[src/rtl/histogram_readout.sv]
// histogram_readout: sweeps the bin memory from bin 0 to the last bin and
// streams each count with its running cumulative sum over valid/ready.
// It can zero each bin after reading it, ready for the next frame.
// Reads are throttled so that buffered beats plus reads in flight never
// exceed the 2-entry output FIFO, so backpressure never loses data.
module histogram_readout #(
  parameter int DATA_WIDTH = 14,
  parameter int ADDR_WIDTH = 8,
  parameter int SUM_WIDTH  = 22
) (
  input  logic                  clk,
  input  logic                  rst,
  input  logic                  start,
  input  logic                  clear_en,
  output logic                  busy,
  output logic                  done,
  output logic                  mem_rd_en,
  output logic [ADDR_WIDTH-1:0] mem_rd_addr,
  input  logic [DATA_WIDTH-1:0] mem_rd_data,
  output logic                  mem_wr_en,
  output logic [ADDR_WIDTH-1:0] mem_wr_addr,
  output logic [DATA_WIDTH-1:0] mem_wr_data,
  output logic                  out_valid,
  input  logic                  out_ready,
  output logic [ADDR_WIDTH-1:0] out_bin,
  output logic [DATA_WIDTH-1:0] out_count,
  output logic [SUM_WIDTH-1:0]  out_cumsum,
  output logic                  out_last
);

  typedef enum logic [1:0] {IDLE, RUN, DRAIN, FIN} state_t;

  localparam logic [ADDR_WIDTH-1:0] LAST_BIN = {ADDR_WIDTH{1'b1}};

  state_t                state;
  logic                  clear_lat;
  logic [ADDR_WIDTH-1:0] rd_addr;
  logic                  inflight;
  logic [ADDR_WIDTH-1:0] cap_addr;
  logic [SUM_WIDTH-1:0]  cumsum;

  logic [ADDR_WIDTH-1:0] fifo_bin   [2];
  logic [DATA_WIDTH-1:0] fifo_count [2];
  logic [SUM_WIDTH-1:0]  fifo_sum   [2];
  logic                  wr_ptr;
  logic                  rd_ptr;
  logic [1:0]            fifo_cnt;

  logic                  push;
  logic                  pop;
  logic                  issue;
  logic [2:0]            occ_after;
  logic [SUM_WIDTH-1:0]  next_sum;

  // Handshake, read-issue throttle and the next running sum. A read may be
  // issued when the buffer occupancy left after this cycle (including the
  // read whose data is arriving now) leaves room for its data next cycle.
  always_comb begin
    push      = inflight;
    pop       = (fifo_cnt != 2'd0) && out_ready;
    occ_after = {1'b0, fifo_cnt} + {2'b00, inflight} - {2'b00, pop};
    issue     = (state == RUN) && (occ_after < 3'd2);
    next_sum  = cumsum + {{(SUM_WIDTH-DATA_WIDTH){1'b0}}, mem_rd_data};
  end

  assign mem_rd_en   = issue;
  assign mem_rd_addr = rd_addr;
  assign mem_wr_en   = inflight && clear_lat;
  assign mem_wr_addr = cap_addr;
  assign mem_wr_data = '0;

  assign out_valid  = (fifo_cnt != 2'd0);
  assign out_bin    = fifo_bin[rd_ptr];
  assign out_count  = fifo_count[rd_ptr];
  assign out_cumsum = fifo_sum[rd_ptr];
  assign out_last   = out_valid && (fifo_bin[rd_ptr] == LAST_BIN);

  // Sweep sequencer, read address, capture into the output FIFO and status.
  always_ff @(posedge clk) begin
    if (rst) begin
      state     <= IDLE;
      busy      <= 1'b0;
      done      <= 1'b0;
      clear_lat <= 1'b0;
      rd_addr   <= '0;
      inflight  <= 1'b0;
      cap_addr  <= '0;
      cumsum    <= '0;
      wr_ptr    <= 1'b0;
      rd_ptr    <= 1'b0;
      fifo_cnt  <= 2'd0;
      for (int i = 0; i < 2; i++) begin
        fifo_bin[i]   <= '0;
        fifo_count[i] <= '0;
        fifo_sum[i]   <= '0;
      end
    end else begin
      done     <= 1'b0;
      inflight <= issue;
      if (issue) begin
        cap_addr <= rd_addr;
        if (rd_addr != LAST_BIN) begin
          rd_addr <= rd_addr + 1'b1;
        end
      end
      if (push) begin
        fifo_bin[wr_ptr]   <= cap_addr;
        fifo_count[wr_ptr] <= mem_rd_data;
        fifo_sum[wr_ptr]   <= next_sum;
        wr_ptr             <= ~wr_ptr;
        cumsum             <= next_sum;
      end
      if (pop) begin
        rd_ptr <= ~rd_ptr;
      end
      fifo_cnt <= fifo_cnt + {1'b0, push} - {1'b0, pop};

      case (state)
        IDLE: begin
          if (start) begin
            state     <= RUN;
            busy      <= 1'b1;
            clear_lat <= clear_en;
            rd_addr   <= '0;
            cumsum    <= '0;
          end
        end
        RUN: begin
          if (issue && (rd_addr == LAST_BIN)) begin
            state <= DRAIN;
          end
        end
        DRAIN: begin
          if (!inflight && ((fifo_cnt == 2'd0) || ((fifo_cnt == 2'd1) && pop))) begin
            state <= FIN;
            busy  <= 1'b0;
            done  <= 1'b1;
          end
        end
        FIN: begin
          state <= IDLE;
        end
        default: begin
          state <= IDLE;
        end
      endcase
    end
  end

endmodule

[config.mk]
export PLATFORM = sky130hd
export DESIGN_NAME = histogram_readout
export DESIGN_NICKNAME = d
export VERILOG_FILES = /design/src/rtl/histogram_readout.sv
export SDC_FILE = /design/constraint.sdc
export NUM_CORES = 1
export LEC_CHECK = 0
export CORE_MARGIN = 1.5
export CORE_UTILIZATION = 55
export CTS_CLUSTER_SIZE = 40
export DETAILED_ROUTE_END_ITERATION = 8
export PLACE_DENSITY_LB_ADDON = 0.05
export SYNTH_ARGS = -nofsm -noshare
export SYNTH_HDL_FRONTEND = slang
export SYNTH_SLANG_ARGS = --single-unit
[constraint.sdc]
create_clock -name clk -period 4.7 [get_ports clk]
set_input_delay 1.41 -clock clk [delete_from_list [all_inputs] [get_ports clk]]
set_output_delay 1.41 -clock clk [all_outputs]
set_load 0.01 [all_outputs]
### Yosys cells after proc, flatten, opt, wreduce, memory -nomap -nowiden

Memories as Yosys holds them, arrays and structs flattened. A register that Yosys moved wholly into a read port is not among the register bits.
Cells that the tools add are included.

| word-level totals | value |
|---|---|
| memories kept | 3 |
| output and inout bits | 80 |
| memory bits (writable) | 88 |
| bits in registers | 48 |
| input port bits | 19 |
| logic and storage cells | 89 |

Memories:

| memory | depth | bits a word | read ports | clocked after memory_dff | write ports | RTL line | text |
|---|---|---|---|---|---|---|---|
| fifo_sum | 2 | 22 | 1 | 1 | 2 | 44 | `logic [SUM_WIDTH-1:0] fifo_sum [2];` |
| fifo_count | 2 | 14 | 1 | 1 | 2 | 43 | `logic [DATA_WIDTH-1:0] fifo_count [2];` |
| fifo_bin | 2 | 8 | 1 | 1 | 2 | 42 | `logic [ADDR_WIDTH-1:0] fifo_bin [2];` |

| operators by class | value |
|---|---|
| bitwise logic cells | 3 |
| reductions and logical operators | 20 |
| $lt $le $gt $ge | 1 |
| $add $sub $neg | 6 |
| equal/unequal tests | 10 |
| mux-type cells | 35 |

Operators by type and width:

| operator | number |
|---|---|
| 22-bit 2-to-1 mux | 4 |
| 8-bit 2-to-1 mux | 5 |
| 22-bit by 14-bit adder with 22-bit output | 1 |
| 22-bit OR reduction | 1 |
| 1-bit 2-to-1 mux | 20 |
| 8-bit == test (second input constant) | 2 |
| 14-bit 2-to-1 mux | 1 |
| 14-bit OR reduction | 1 |
| 8-bit by 1-bit adder with 8-bit output (second input constant) | 1 |
| 8-bit inequality test (second input constant) | 1 |
| 2-bit case mux with 4 select lines | 1 |
| 8-bit OR reduction | 1 |
| 1-bit logical AND | 7 |
| 2-bit 2-to-1 mux | 3 |
| 3-bit AND reduction | 2 |
| 2-bit by 1-bit == test with 1-bit output (second input constant) | 2 |
| 2-bit == test (second input constant) | 2 |
| 2-bit zero test | 2 |
| 2-bit inequality test (second input constant) | 2 |
| 2-bit nonzero test | 2 |
| 2-bit by 1-bit adder with 3-bit output | 1 |
| 3-bit by 2-bit < comparator with 1-bit output (second input constant) | 1 |
| 1-bit inverter | 3 |
| 3-bit by 1-bit subtractor with 3-bit output | 1 |
| 8 further kinds | 8 |

### Logic depth before layout (Yosys ltp)

Gate-level depths: netlist of the first run.

| logic depth | value |
|---|---|
| word-level depth | 8 |
| mapped depth | 14 |
| gate-level depth less buffers | 14 |

### Worst setup path after synthesis of the first run

Ideal clock, no wire load.

| timing | value |
|---|---|
| path kind | input-to-output |
| start | input port out_ready |
| end | output port mem_rd_en |
| path slack | 166 ps |
| required time | 3290 ps |
| path buffers | 1 |
| arrival time | 3124 ps |
| stages | 10 |
| cells stage by stage | and2_1 ha_1 inv_1 ha_1 inv_1 fa_1 xnor2_1 nand3_1 inv_1 clkbuf_1 |

| between the ends | value |
|---|---|
| longest elaborated chain between the ends | 4 |

RTL lines:

| element | RTL line | text |
|---|---|---|
| from (decl) | 24 | `input logic out_ready,` |
| 1-bit logical AND | 60 | `pop = (fifo_cnt != 2'd0) && out_ready;` |
| 3-bit by 1-bit subtractor with 3-bit output | 61 | `occ_after = {1'b0, fifo_cnt} + {2'b00, inflight} - {2'b00, pop};` |
| 3-bit by 2-bit < comparator with 1-bit output | 62 | `issue = (state == RUN) && (occ_after < 3'd2);` |
| 1-bit logical AND | 62 |  |
| to (decl) | 17 | `output logic mem_rd_en,` |

Every way passes these cells.

### Worst setup path after layout of the first run

| timing | value |
|---|---|
| start | input port out_ready |
| end | output port mem_rd_en |

| between the ends | value |
|---|---|
| longest elaborated chain between the ends | 4 |

RTL lines:

| element | RTL line | text |
|---|---|---|
| 1-bit logical AND | 60 |  |
| named net pop | 50 | `logic pop;` |
| 3-bit by 1-bit subtractor with 3-bit output | 61 |  |
| 3-bit by 2-bit < comparator with 1-bit output | 62 |  |
| 1-bit logical AND | 62 |  |

The timed path passes the listed nets, and every way through them passes these cells.

==> results.md, run 1 <==
- Startpoint class of the critical path: input pin
- Post-Syn Area: 6776 um2
- Int Pwr: approximately 3200 uW
- Synth Area in XOR/XNOR: 0.03360
- Power density cells: between 500 and 600 nW/um2
- H-tree depth: 4
- Lkg Pwr: ~0.0032 uW
- Synth Area in Compound Gates: 0.09306
- Clock-pin transition on the worst setup and hold timing paths: 0.06 ns
- IO buf count: 84
- Net Sw Frac: 0.2941
- Via count of the first global-routing pass: 4953
- Slew Limit Fails: 0
- Worst Path Required: between 3 and 4 ns
- Max-cap viol count: 0
- Die area: 13000 um2
- Crit-path max FO: 2
- CTS Buffer Depth: 2
- Placeable Area: about 12000 um2
- Post-route ant nets: 0
- Gr ovfl total: 0
- Clk root buf: clkbuf_16
- Most common cell after layout, fill and taps aside: edfxtp_1
- Drt total wl: ~15 mm
- P&R area growth vs syn: 25.31%
- Cell area after layout: between 8000 and 9000 um2
- Reg power frac: 0.347
- First-pass GRT wire length: 24.52 mm
- FF+latch count, synth: between 100 and 150
- TritonRoute pass-1 iters: 5
- Tcrit/Tclk final: 0.9423
- Max VDD drop: between 500 and 600 uV
- Avg Cell Area, Syn: 10.72 um2
- RSZ-0062 raised after global routing: no
- Status: completed
- Largest net degree at the start of global routing: 32
- Simple-Gate Fraction of Synth Area: 0.1693
- FILL cells: 903
- Row Count: 40
- Unique masters post-synth: 57
- Clock power frac: 0.342
- Clk_lat worst skew: around 0.42 ns
- Chip Width: around 110 um
- CTS sink count: approximately 140
- CP Capture Type: output pin
- Most frequent cells in the layout: 88 x edfxtp_1, 82 x clkdlybuf4s50_1, 79 x nor2_1
- TritonCTS buffer count: 17
- Crit Reg-Reg Startpoint: fifo_cnt[1]
- HP Start: clear_lat
- Post-synth EDFFs: 88
- Multiplexer area fraction after synthesis: 0.07903
- I/O pin cnt: 99
- Relative slew slack: 0.3672
- Async S/R FF share, synth: 0
- Gate power share: 0.311
- Tmin final: roughly 4.4 ns
- Post-Syn Instances: around 630
- Total power draw: approximately 4500 uW
- Drt first-iter violations: 300
- Proportion of layout cells with a drive suffix above 1: 0.1635
- Fin util: 0.7070
- Post-synth top flop: edfxtp_1
- Worst Hold Class: flip-flop to flip-flop
- Via/cell ratio: about 5.7
- Layout Cells excl Fill: around 900
- DRC viols: 0
- N_diodes: 0
- Wire per inst: between 15 and 20 um
- Worst EP arrival: 3.02 ns
- Worst Setup SP: out_ready
- Worst-Margin Slew: approximately 0.95 ns
- Hpwl dp: about 10 mm
- Initial Utilization: 0.5642
- Worst Skew: 0.005604 ns
- Synthesis warning total: 0
- CTS tree: built
- Fmax: approximately 230 MHz
- GRT Util Overall: 0.2462
- Nets: between 700 and 800
- Post-route setup TNS: 0 ns
- DP Cell Count: ~840
- Setup violators final: 0
- Initial antenna violation count: 0
- Routability Congestion: ~0.86
- Placed cell area: roughly 7700 um2
- Final Hold Viols: 0
- Adder-Cell Fraction of Synth Area: 0.04284
- FF-to-FF setup slack: a little under 0.8 ns
- Largest family of logic cells by synthesized area: simple AND/OR/NAND/NOR gates
- DR vias: roughly 5000
- Die height: about 110 um
- Worst setup path class: input pin to output pin
- Switching power: approximately 1300 uW
- Sequential share of the synthesized area: 0.5347
[power groups by stage]
stage / Combinational, uW / Sequential, uW / Clock (uW)
2_1_floorplan: 792 / 1530 / 0
3_3_place_gp: 1250 / 1570 / 0
3_5_place_dp: 1280 / 1580 / 0
4_1_cts: 1390 / 1560 / 1540
5_1_grt: 1500 / 1580 / 1590
6_report: 1390 / 1560 / 1530
[area by class of cell]
| class | count | area [um2] | area share |
|---|---|---|---|
| well taps | 147 | 183.9 | 0.02166 |
| multi-input cells | 443 | 2932 | 0.3452 |
| clock inverters | 13 | 210.2 | 0.02475 |
| flip-flops and latches | 137 | 3625 | 0.4268 |
| inverters | 17 | 63.81 | 0.007514 |
| clock buffers | 19 | 475.5 | 0.05599 |
| repair buffers | 105 | 1002 | 0.1180 |
[synth_stat cells (4+ instances only)]
library cell	instances	area share
buf_4	16	0.018
nand2_1	45	0.025
nand2b_1	8	0.0074
buf_2	4	0.0030
buf_1	4	0.0022
mux2i_1	4	0.0059
clkbuf_1	22	0.012
xor2_1	10	0.013
nand3_1	19	0.014
dfxtp_1	49	0.14
nor2_1	79	0.044
and2_1	49	0.045
o21a_1	5	0.0055
xnor2_1	16	0.021
edfxtp_1	88	0.39
o21ai_0	8	0.0059
a311oi_1	4	0.0052
nand4_1	11	0.010
ha_1	20	0.037
a21oi_1	40	0.030
inv_1	16	0.0089
mux2_2	44	0.073
a211oi_1	5	0.0055
nor3_1	6	0.0044
a31oi_1	7	0.0065
[state kept, by name (all words and copies together), names as in the netlist, named ones only]
register / cells
rd_ptr: 1
mem_wr_addr: 8
clear_lat: 1
fifo_count: 28
wr_ptr: 1
state: 2
inflight: 1
fifo_bin: 16
fifo_sum: 44
fifo_cnt: 2
cumsum: 22
busy: 1
done: 1
mem_rd_addr: 8
[routing by layer]
layer | up-vias | part of all wire | track usage
li1 | 2389 | - | -
met1 | 2425 | 0.41 | 0.2876
met5 | - | 0 | 0
met3 | 34 | 0.049 | 0.05685
met2 | 159 | 0.51 | 0.4369
met4 | 0 | 0.028 | 0.1008
[critical path, cell delays in order]
cell	delay (ns)
dlymetal6s2s_1	0.13
and2_4	0.15
ha_1	0.26
inv_1	0.05
ha_1	0.12
inv_1	0.05
fa_2	0.54
nand3_2	0.11
inv_2	0.09
buf_6	0.10
[worst paths after layout]
path,end,cells after the start
max,mem_rd_en,10
min,clear_lat,2
max reg2reg,state[0],21
min reg2reg,clear_lat,2
[cells by family (layout without fill, tap and decap cells)]
kind of cell / count (synthesis) / count (layout)
xor+xnor: 26 / 26
flops: 137 / 137
mux: 48 / 48
compound gates: 97 / 97
fa+ha+maj: 22 / 22
simple gates: 236 / 236
buf+inv: 65 / 154
other cells: 1 / 14
[what timing repair did]
item / in CTS / in global routing
pin swaps: 3 / 2
setup buffers: 10 / 0
endpoints found under the setup margin: 1 / 8
gates resized for setup: 12 / 4
hold buffers: 0 / 0
[through the flow]
stage | hold slack, ns | setup slack, ns
2_1_floorplan | 0.4317 | 0.1665
3_3_place_gp | 0.4444 | -0.4137
3_5_place_dp | 0.4556 | -0.4846
4_1_cts | 0.4650 | -0.01504
5_1_grt | 0.4813 | 0.2099
6_report | 0.4620 | 0.2712
Power figures use the tool's default switching activity.
==> run 2, diff against run 1 <==
MAX_ROUTING_LAYER = met4   (was not set)
==> run 2 against run 1 <==
Fmax shrank 3.0%; first-iteration DRC count grew 8.3%; via count grew 0.16%; core utilization shrank 0.91 points; cell count is the same; global-route usage grew 0.64 points; worst setup slack lost 0.14 ns; clock skew grew 0.0021 ns; critical path type unchanged; critical endpoint unchanged; largest cell class unchanged.
==> results.md, run 2 (synthesis gave the netlist of run 1 again) <==
- Total power draw: 4262 uW (-4.8%)
- RSZ-0062 raised after global routing: no
- Initial Utilization: 0.5642 (unchanged)
- Drt total wl: 15.07 mm (-0.95%)
- Lkg Pwr: 0.003147 uW (-1.5%)
- Setup slack after layout: 0.1341 ns (-0.1370 ns)
- H-tree depth: 4 (unchanged)
- Row Count: 40 (unchanged)
- Chip Width: 114 um (unchanged)
- Hold EP: clear_lat
- Startpoint class of the critical path: input pin
- Tcrit/Tclk final: 0.9715 (+0.02916)
- Worst Hold Path Cells: 2 (unchanged)
- Most common cell after layout, fill and taps aside: edfxtp_1
- FF-to-FF setup slack: 0.63 ns (-0.14 ns)
- Via/cell ratio: 5.692 (+0.16%)
- Die area: 13000 um2 (unchanged)
- Hold_buf cts: 0 (unchanged)
- Wire per inst: 17.11 um (-0.95%)
- Max VDD drop: 467.2 uV (-11%)
- Grt peak-use layer: met2
- P&R area growth vs syn: 23.71%
- Hpwl dp: 9.779 mm (+0.34%)
- Routability Congestion: 0.8840 (+3.0%)
- GRT Util Overall: 0.2527 (+0.006430)
- Placement Setup Slack: -0.5146 ns (-0.03001 ns)
- CTS sink count: 137 (unchanged)
- Worst setup path class: input pin to output pin
- Met1 usage: 0.2875 (about the same)
- Status: completed
- Tmin final: 4.566 ns (+0.1370 ns)
- Crit Reg-Reg Startpoint: fifo_cnt[1]
- Largest registers: fifo_sum (44), fifo_count (28), cumsum (22)
- First-pass GRT wire length: 24.38 mm (-0.56%)
- Worst EP arrival: 3.16 ns (+0.14 ns)
- Clock-pin transition on the worst setup and hold timing paths: 0.05 ns (about the same)
- TritonCTS buffer count: 17 (unchanged)
- Drt first-iter violations: 325 (+8.3%)
- Initial antenna violation count: 0 (unchanged)
- Setup violators final: 0 (unchanged)
- Proportion of layout cells with a drive suffix above 1: 0.1580 (-0.005450)
- Slew Limit Fails: 0 (unchanged)
- CTS tree: built
- Final Hold Viols: 0 (unchanged)
- Worst-Margin Slew: 0.8713 ns (-0.07790 ns)
- CTS Buffer Depth: 2 (unchanged)
- Power density cells: 508.4 nW/um2 (-3.6%)
- Number of flip-flops under the largest register name: 44 (unchanged)
- Clk_lat worst skew: 0.42 ns (about the same)
- DRC viols: 0 (unchanged)
- Max-cap viol count: 0 (unchanged)
- Gr ovfl total: 0 (unchanged)
- Nets: 762 (unchanged)
- CP Capture Type: output pin
- Via count of the first global-routing pass: 4957 (+0.081%)
- Reg with most FFs: fifo_sum
- Worst Skew: 0.007659 ns (+0.002055 ns)
- Cells on worst reg2reg path: 22 (+4.8%)
- IO buf count: 84 (unchanged)
- Worst Hold Class: flip-flop to flip-flop
- DR vias: 5015 (+0.16%)
- HP Start: clear_lat
- Relative slew slack: 0.4192 (+0.05193)
- N_diodes: 0 (unchanged)
- Placeable Area: 12010 um2 (unchanged)
- I/O pin cnt: 99 (unchanged)
- GRT met3 Usage: 0.05579 (-0.001063)
- Most frequent cells in the layout: 88 x edfxtp_1, 82 x clkdlybuf4s50_1, 79 x nor2_1
- Crit-path max FO: 2 (unchanged)
- Clk root buf: clkbuf_16
- Post-route ant nets: 0 (unchanged)
- TritonRoute pass-1 iters: 5 (unchanged)
- Worst Path Required: 3.29 ns (about the same)
- Largest net degree at the start of global routing: 45 (+41%)
- Fmax: 219.0 MHz (-3.0%)
- Die height: 114 um (unchanged)
- Met2 Use GR: 0.4386 (+0.001606)
- Reg-to-reg endpoint: state[0]
run 2: changes by cell type in the layout (fill, tap and decap cells not counted), sizes merged:
cell and delta:
dlygate4sd2 +1, clkinvlp -1, dlymetal6s2s -1, inv -2, bufinv -4, clkbuf +7
run 2: power by group:
group | switching (uW) | internal [uW] | total, uW
clock network | 474 | 840 | 1310
registers | 104 | 1450 | 1560
logic | 685 | 705 | 1390
run 2: worst max-delay path by stage:
stage	cells after the start	slack, ns	end	start
2_1_floorplan	10	0.17	mem_rd_en	out_ready
3_3_place_gp	11	-0.41	mem_rd_en	out_ready
3_5_place_dp	11	-0.51	mem_rd_en	out_ready
4_1_cts	10	0.14	mem_rd_en	out_ready
5_1_grt	22	0.007	state[0]	out_ready
6_report	10	0.13	mem_rd_en	out_ready
run 2: critical path: stages:
cell	delay, ns
dlygate4sd2_1	0.24
and2_4	0.14
ha_1	0.27
inv_1	0.07
ha_2	0.16
inv_1	0.05
fa_2	0.55
nand3_2	0.09
inv_2	0.07
buf_6	0.09
run 2: through the flow:
step           std cells  TNS, ns    util  hold slack (ns)  cell area [um2]
2_1_floorplan        645        0       -           0.4317             6825
3_3_place_gp         840  -0.4072  0.6410           0.4449             7700
3_5_place_dp         840  -0.5146  0.6410           0.4480             7700
4_1_cts              881        0  0.6975           0.4554             8378
5_1_grt              881        0  0.6979           0.4959             8383
6_report             881        0  0.6979           0.4548             8383
run 2: layout make-up:
| class | count | area, um2 |
|---|---|---|
| fill | 890 | 3628 |
| inverter | 17 | 63.81 |
| multi-input combinational | 443 | 2914 |
| clock inverter | 6 | 57.56 |
| sequential | 137 | 3625 |
| tap | 147 | 183.9 |
| clock buffer | 26 | 540.5 |
| timing repair buffer | 105 | 998.5 |
run 2: what timing repair did:
| item | in CTS | in global routing |
|---|---|---|
| buffers inserted | 9 | 0 |
| gates cloned | 0 | 0 |
| setup endpoints to repair | 1 | 2 |
| resized for setup | 11 | 2 |
| pin swaps | 3 | 1 |
run 2: layer usage:
metal / routed length (um) / up-vias / share of wire
met4: 355 / 0 / 0.024
met3: 809 / 31 / 0.054
met5: 0 / - / 0
li1: - / 2388 / -
met2: 7798 / 173 / 0.52
met1: 6107 / 2423 / 0.41
==> run 3, diff against run 2 <==
--- a/config.mk
+++ b/config.mk
@@ -13,2 +13,3 @@
 export PLACE_DENSITY_LB_ADDON = 0.05
+export SLEW_MARGIN = 30
 export SYNTH_ARGS = -nofsm -noshare
--- a/constraint.sdc
+++ b/constraint.sdc
@@ -3,2 +3,2 @@
 set_output_delay 1.41 -clock clk [all_outputs]
-set_load 0.01 [all_outputs]
+set_load 0.02 [all_outputs]
==> run 3 against run 2 <==
Combinational power is 4% higher; clock skew down 0.0020 ns; total power down 0.51%; first-iteration DRC count grew 3.7%; final area fell by 1.2%.
==> results.md, run 3 (synthesis gave the netlist of run 1 again) <==
- Status: completed
- Max VDD drop: 378.8 uV (-19%)
- Fin util: 0.6898 (-0.008125)
- TritonCTS buffer count: 17 (unchanged)
- DP Cell Count: 841 (+0.12%)
- Placeable Area: 12010 um2 (unchanged)
- CTS Buffer Depth: 2 (unchanged)
- CTS sink count: 137 (unchanged)
- Die area: 13000 um2 (unchanged)
- Nets: 756 (-0.79%)
- Drt first-iter violations: 337 (+3.7%)
- Clock-pin transition on the worst setup and hold timing paths: 0.06 ns (about the same)
- Via count of the first global-routing pass: 4935 (-0.44%)
- Worst Skew: 0.005695 ns (-0.001964 ns)
- Final Hold Viols: 0 (unchanged)
- TritonRoute pass-1 iters: 5 (unchanged)
- Total power draw: 4240 uW (-0.51%)
- P&R area growth vs syn: 22.27%
- Startpoint class of the critical path: input pin
- CTS tree: built
- Crit-path max FO: 2 (unchanged)
- Worst-Margin Slew: 0.9349 ns (+0.06359 ns)
- Routability Congestion: 0.8847 (about the same)
- Via/cell ratio: 5.701 (+0.14%)
- Initial antenna violation count: 0 (unchanged)
- Reg with most FFs: fifo_sum
- Post-route ant nets: 0 (unchanged)
- DRC viols: 0 (unchanged)
- Post-route setup TNS: 0 ns (unchanged)
- DR vias: 4988 (-0.54%)
- Number of flip-flops under the largest register name: 44 (unchanged)
- Multi-input gate area: 2908 um2 (-0.21%)
- Hold_buf cts: 0 (unchanged)
- CP top delay family: adder cells
- Drt total wl: 15.05 mm (-0.15%)
- Relative slew slack: 0.3768 (-0.04239)
- Slowest cell delay on critical path: 0.55 ns (about the same)
- Crit path depth: 10 (unchanged)
- Wire per inst: 17.20 um (+0.54%)
- Register area: 3625 um2 (unchanged)
- Tmin final: 4.524 ns (-0.04155 ns)
- Most frequent cells in the layout: 88 x edfxtp_1, 82 x clkdlybuf4s50_1, 79 x nor2_1
- Proportion of layout cells with a drive suffix above 1: 0.1525 (-0.005566)
- Crit path cell chain: dlygate4sd2_1, and2_4, ha_1, inv_1, ha_1, inv_1, fa_2, nand3_2, inv_2, buf_6
- Tcrit/Tclk final: 0.9626 (-0.008841)
- Hpwl dp: 10.08 mm (+3.0%)
- Layout Cells excl Fill: 875 (-0.68%)
- Clk_lat worst skew: 0.42 ns (about the same)
- Critical path's slowest cell: fa_2
- Worst Hold Path Cells: 2 (unchanged)
- RSZ-0062 raised after global routing: no
- Die height: 114 um (unchanged)
- CP Capture Type: output pin
- Cells on worst reg2reg path: 13 (-41%)
- Most common cell after layout, fill and taps aside: edfxtp_1
- Worst Path Required: 3.29 ns (about the same)
- Initial Utilization: 0.5642 (unchanged)
- Worst EP arrival: 3.11 ns (-0.05 ns)
- Row Count: 40 (unchanged)
- Largest net degree at the start of global routing: 32 (-29%)
- Lkg Pwr: 0.003098 uW (-1.5%)
- Largest registers: fifo_sum (44), fifo_count (28), cumsum (22)
- IO buf count: 84 (unchanged)
- I/O pin cnt: 99 (unchanged)
- Setup violators final: 0 (unchanged)
- Worst setup path class: input pin to output pin
- Fmax: 221.0 MHz (+0.92%)
- Chip Width: 114 um (unchanged)
- Power density cells: 511.8 nW/um2 (+0.66%)
- GRT Util Overall: 0.2464 (-0.006302)
- Crit path buffers/inverters: 5 (unchanged)
- WHS: 0.4597 ns (+0.004940 ns)
- Slew Limit Fails: 0 (unchanged)
- Max-cap viol count: 0 (unchanged)
- Gr ovfl total: 0 (unchanged)
- Worst Hold Class: flip-flop to flip-flop
- First-pass GRT wire length: 23.92 mm (-1.9%)
- H-tree depth: 4 (unchanged)
- N_diodes: 0 (unchanged)
- FILL cells: 942 (+5.8%)
- Clk root buf: clkbuf_16
## run 3: cell count changes in the layout (fill, tap and decap cells not counted), moves of 2 or more
cell | previous run | this run
buf_4 | 21 | 15
clkbuf_1 | 2 | 0
clkbuf_8 | 6 | 0
clkinv_4 | 0 | 3
clkinvlp_4 | 1 | 3
inv_4 | 0 | 3
## run 3: per-layer routing
metal | global-route usage | vias to the layer above | part of all wire
li1 | - | 2383 | -
met2 | 0.4201 | 167 | 0.51
met1 | 0.2848 | 2415 | 0.42
met3 | 0.04623 | 23 | 0.052
met4 | 0.1075 | 0 | 0.019
met5 | - | - | 0
## run 3: stage by stage
step	worst slack [ns]	area (um2)
finish	0.1757	8285
global route	0.1004	8285
CTS	0.1652	8284
detailed placement	-0.5430	7707
global placement	-0.4788	7707
floorplan	0.08730	6825
## run 3: cell type report
cell class	count	share of cell area
clock inverters	15	0.01525
flip-flops and latches	137	0.4375
multi-input cells	443	0.3510
clock buffers	17	0.05134
repair buffers	99	0.1151
inverters	17	0.007702
well taps	147	0.02220
## run 3: what timing repair did
item | 4_1_cts | 5_1_grt
buffers inserted | 2 | 0
setup endpoints to repair | 1 | 0
gates resized for setup | 11 | 0
## run 3: path summary, 6_finish.rpt
| kind | startpoint | endpoint | slack (ns) |
|---|---|---|---|
| worst min-delay path | clear_lat | clear_lat | 0.46 |
| worst max-delay path | out_ready | mem_rd_en | 0.18 |
| worst max register to register | fifo_cnt[1] | state[0] | 1.68 |
| worst min register to register | clear_lat | clear_lat | 0.46 |
## run 3: worst min-delay path, stage by stage, from the launching register on
cell and delay, ns:
dfxtp_1 0.30, nand2_1 0.05, a21oi_1 0.06
## run 3: power breakdown
part | total, uW | switching (uW) | internal [uW]
logic | 1440 | 785 | 655
clock network | 1240 | 518 | 726
registers | 1560 | 105 | 1450
total | 4240 | 1410 | 2830
